--- config.mk ---
export PLATFORM = sky130hd
export DESIGN_NAME = wb_arbiter
export DESIGN_NICKNAME = d
export VERILOG_FILES = /design/src/rtl/wb_arbiter.sv
export SDC_FILE = /design/constraint.sdc
export NUM_CORES = 1
export LEC_CHECK = 0
export CORE_ASPECT_RATIO = 0.75
export CORE_MARGIN = 5
export CORE_UTILIZATION = 44
export CTS_BUF_LIST = sky130_fd_sc_hd__clkbuf_4
export DETAILED_ROUTE_END_ITERATION = 6
export GPL_TIMING_DRIVEN = 1
export HOLD_SLACK_MARGIN = 0.03
export PLACE_DENSITY = 0.84
export SLEW_MARGIN = 20
export SYNTH_ARGS = -nofsm -noshare
export SYNTH_HDL_FRONTEND = slang
export SYNTH_SLANG_ARGS = --single-unit
export TNS_END_PERCENT = 20
--- constraint.sdc ---
create_clock -name clk -period 1.75 [get_ports clk]
set_input_delay 0.175 -clock clk [delete_from_list [all_inputs] [get_ports clk]]
set_output_delay 0.175 -clock clk [all_outputs]
set_load 0.02 [all_outputs]
--- src/rtl/wb_arbiter.sv ---
// Write-port arbiter for the integer register file: merges ALU and LSU results,
// bounds LSU starvation, and tracks pending long-latency destinations.
module wb_arbiter #(
  parameter int unsigned STARVE_LIMIT = 4
) (
  input  logic        clk,
  input  logic        rst_n,
  input  logic        alu_valid,
  input  logic [4:0]  alu_rd,
  input  logic [63:0] alu_data,
  output logic        alu_stall,
  input  logic        lsu_valid,
  output logic        lsu_ready,
  input  logic [4:0]  lsu_rd,
  input  logic [63:0] lsu_data,
  input  logic        issue_valid,
  input  logic [4:0]  issue_rd,
  input  logic [4:0]  rs1_addr,
  input  logic [4:0]  rs2_addr,
  output logic        rs1_pending,
  output logic        rs2_pending,
  output logic        write_enable,
  output logic [4:0]  rd_addr,
  output logic [63:0] rd_data
);

  logic [3:0]  starve_cnt;
  logic [31:0] pend_mask;
  logic [31:0] pend_mask_nxt;
  logic        wr_from_lsu;
  logic        alu_grant;
  logic        lsu_hs;

  // Stall decodes only registered state, so it never loops back through the inputs.
  assign alu_stall = (starve_cnt == 4'(STARVE_LIMIT));
  assign alu_grant = alu_valid & ~alu_stall;
  assign lsu_ready = ~alu_valid | alu_stall;
  assign lsu_hs    = lsu_valid & lsu_ready;

  always_ff @(posedge clk) begin
    if (!rst_n) begin
      write_enable <= 1'b0;
      wr_from_lsu  <= 1'b0;
      rd_addr      <= '0;
      rd_data      <= '0;
    end else if (alu_grant) begin
      write_enable <= (alu_rd != 5'd0);
      wr_from_lsu  <= 1'b0;
      rd_addr      <= alu_rd;
      rd_data      <= alu_data;
    end else if (lsu_hs) begin
      write_enable <= (lsu_rd != 5'd0);
      wr_from_lsu  <= 1'b1;
      rd_addr      <= lsu_rd;
      rd_data      <= lsu_data;
    end else begin
      write_enable <= 1'b0;
      wr_from_lsu  <= 1'b0;
    end
  end

  always_ff @(posedge clk) begin
    if (!rst_n)
      starve_cnt <= '0;
    else if (!lsu_valid || lsu_hs)
      starve_cnt <= '0;
    else if (alu_grant && !alu_stall)
      starve_cnt <= starve_cnt + 4'd1;
  end

  // Clear first, then set, so a re-issue on the retiring edge keeps the bit.
  always_comb begin
    pend_mask_nxt = pend_mask;
    if (write_enable && wr_from_lsu)
      pend_mask_nxt[rd_addr] = 1'b0;
    if (issue_valid && (issue_rd != 5'd0))
      pend_mask_nxt[issue_rd] = 1'b1;
  end

  always_ff @(posedge clk) begin
    if (!rst_n)
      pend_mask <= '0;
    else
      pend_mask <= pend_mask_nxt;
  end

  assign rs1_pending = pend_mask[rs1_addr];
  assign rs2_pending = pend_mask[rs2_addr];

endmodule

==> results.toml <==
[place]
dp.cells = 958
dpl_worst_slack_ns = -0.626
place.gp.congestion = 0.937
port_buffers = 231
hpwlAfterDp_mm = 14.5

[floorplan]
dieArea_um2 = 14800
die_w_um = 139
core_um2 = 12200
rows = 35
initial_core_util_pct = 44.8
die_h_um = 107
pin_count = 232

[clock_network]
numCtsBuffers = 9
cts.sinks = 107
cts_htree_levels = 3
clk_path_buf_depth = 2
root_buffer = "clkbuf_4"
clk_pin_slew_worst_paths_ns = 0.16
cts_tree = "built"
clock_latency_ns = 0.47

[cells_and_area]
antennaDiodeCount = 0
areaGrowthSynthToFinish_pct = 50.6
drive_gt1_share_pct = 7.89
finalNonFillerCells = 977
nets = 966

[synthesis]
ys_warn_count = 0
yosys.area.top_type = "dfxtp_1"
ys_seq_area_share_pct = 39.1
ys_types = 39
yosysTopAreaCellShare_pct = 39.1
netlist_area_um2 = 5480
synthCells = 584
synthesis.nets = 744
synth_area_leaders = "dfxtp_1 39%, mux2i_1 18%, o211a_1 13%, nand2_1 8.2%, a21boi_1 4.2%"
avgSynthCellArea_um2 = 9.38
ys_ff_latch = 107

[setup_path]
crit_type = "reg -> out"
crit_arrival_ns = 1.72
cp_max_fo = 3
path_cells = "mux2i_1 -> a22oi_1 -> nand4b_1 -> a21oi_2 -> a311o_1 -> buf_6"
cp.required_ns = 1.57
slowest_stage = "dfxtp_2"
critPathLaunchType = "flip-flop"
r2r-start = "starve_cnt[1]"
end_kind = "primary output"
crit_path_start = "pend_mask[17]"
max_stage_delay_ns = 0.37

[grt]
grt_usage_pct = 24.4
grt_overflow_total = 0
grt_max_degree = 105
grt_pass1_vias = 5524
grt_pass1_wl_mm = 29.2
antenna_found_initial = 0

[sta]
fmax_mhz = 528
fin_ws_ns = -0.145
setup_viol = 2
finClkSkew_ns = 0.0277
hold_violations = 0
slew_headroom_pct = 68.5
worst_slew_pin_slew_ns = 0.472
fin_crit_sh_pct = 108
period_minus_slack_ns = 1.89
drv_slew = 0
setup_tns_ns = -0.279
rsz0062_at_grt = "yes"

[power_and_ir_drop]
p_int_w = 0.00388
power_density_nw_per_um2 = 659
p_sw_w = 0.00156
clockPowerShare_pct = 23.9
ir_drop_mv = 0.493
pwr-share-seq_pct = 49.0
swShare_pct = 28.6
leakage_nw = 3.90
p_comb_share_pct = 27.1

[routing]
wl_per_cell_um = 19.4
num_vias = 5291
first_iter_violations = 301
antenna_left = 0
remaining_drc_errors = 0
wirelength_mm = 18.9
viasPerCell = 5.42
firstDrtPassIters = 5

[job]
drv_cap = 0

[min_path]
worstHoldStart = "rst_n"
hold_path_class = "in -> reg"

[status]
status = "finished with violations"
violations = "negative setup slack"
[cells by family (layout without fill, tap and decap cells)]
kind of cell             after synthesis  after routing  share of synthesized area, %
XOR/XNOR                               2              2                         0.320
buffers and inverters                 48            275                          5.21
AND/OR/NAND/NOR                      171            171                          14.0
adder cells (fa/ha/maj)                2              2                         0.457
flip-flops                           107            107                          39.1
multiplexers                         101            101                          18.5
AO/OA/AOI/OAI                        153            153                          22.5
[cells in the mapped netlist (all sizes together)]
| library cell | instances |
|---|---|
| dfxtp | 107 |
| or3 | 2 |
| nand2 | 121 |
| inv | 4 |
| o21ai | 32 |
| a311o | 2 |
| nand3b | 3 |
| nor3b | 4 |
| ha | 2 |
| nand4b | 3 |
| nor2b | 2 |
| a22oi | 8 |
| o211a | 70 |
| buf | 28 |
| and3 | 3 |
| or3b | 1 |
| nor3 | 1 |
| xor2 | 1 |
| mux2i | 101 |
| and3b | 2 |
| nand4 | 2 |
| nand2b | 2 |
| xnor2 | 1 |
| a21oi | 7 |
| nor2 | 12 |
| and2b | 2 |
| and2 | 2 |
| o31ai | 1 |
| nand3 | 6 |
| clkbuf | 16 |
| a21boi | 31 |
| or2 | 1 |
| or4 | 2 |
| a211oi | 2 |
[state kept, by name, indices dropped and copies added (netlist names)]
name / count
rd_data: 64
pend_mask: 32
rd_addr: 5
starve_cnt: 4
wr_from_lsu: 1
write_enable: 1
[routing by layer]
| layer | share of wire (%) | vias up | GRT usage (%) |
|---|---|---|---|
| li1 | - | 2555 | - |
| met1 | 40 | 2520 | 29.1 |
| met2 | 50 | 187 | 42.4 |
| met3 | 8.4 | 29 | 9.01 |
| met4 | 1.8 | 0 | 5.52 |
| met5 | 0 | - | 0 |
[final timing paths]
kind	end	slack (ns)	cells past startpoint
max	rs2_pending	-0.14	6
max reg2reg	rd_data[37]	0.08	9
min reg2reg	pend_mask[0]	0.52	1
min	rd_data[18]	0.23	3
[through the flow]
step / instance area [um^2] / utilization (%) / hold slack (ns) / power [W]
2_1_floorplan: 5480 / - / 0.331 / 0.00338
3_3_place_gp: 7980 / 65.3 / 0.488 / 0.00412
3_5_place_dp: 7980 / 65.3 / 0.493 / 0.00416
4_1_cts: 8200 / 67.1 / 0.214 / 0.00547
5_1_grt: 8250 / 67.5 / 0.229 / 0.00570
6_report: 8250 / 67.5 / 0.227 / 0.00544
[cell type report]
| cell class | count | area, um^2 |
|---|---|---|
| Clock buffer | 11 | 82.6 |
| Clock inverter | 5 | 58.8 |
| Fill cell | 931 | 3970 |
| Inverter | 4 | 15.0 |
| Multi-Input combinational cell | 429 | 3070 |
| Sequential cell | 107 | 2160 |
| Tap cell | 166 | 208 |
| Timing Repair Buffer | 255 | 2660 |
[cells in the final DEF (no fill, tap or decap), types with 7 or more instances in the layout]
master / count
clkdlybuf4s50_1: 216
dfxtp_2: 10
buf_4: 14
o21ai_0: 18
o21ai_1: 14
nor2_1: 12
clkbuf_4: 11
mux2i_1: 101
dfxtp_1: 96
a21boi_1: 31
buf_12: 7
nand2_1: 118
a22oi_1: 8
o211a_1: 70
[what timing repair did]
| action | CTS | global route |
|---|---|---|
| cloned | 2 | 0 |
| endpoints found under the setup margin | 9 | 21 |
| setup buffers | 1 | 0 |
| pin swaps | 6 | 8 |
| hold buffers | 0 | 0 |
| resized for setup | 37 | 17 |
[critical path, delay by kind of cell, from the launching register on]
| family | cells | cell delay, ns |
|---|---|---|
| flip-flops | 1 | 0.37 |
| buffers and inverters | 1 | 0.14 |
| multiplexers | 1 | 0.13 |
| AND/OR/NAND/NOR | 1 | 0.12 |
| AO/OA/AOI/OAI | 3 | 0.51 |
[power by group through the flow]
stage / clock network (W) / logic (W) / registers, W
2_1_floorplan: 0 / 0.000537 / 0.00284
3_3_place_gp: 0 / 0.00141 / 0.00271
3_5_place_dp: 0 / 0.00145 / 0.00271
4_1_cts: 0.00133 / 0.00147 / 0.00266
5_1_grt: 0.00145 / 0.00157 / 0.00268
6_report: 0.00130 / 0.00147 / 0.00266
Note: power is estimated with default switching activity, not from simulation.
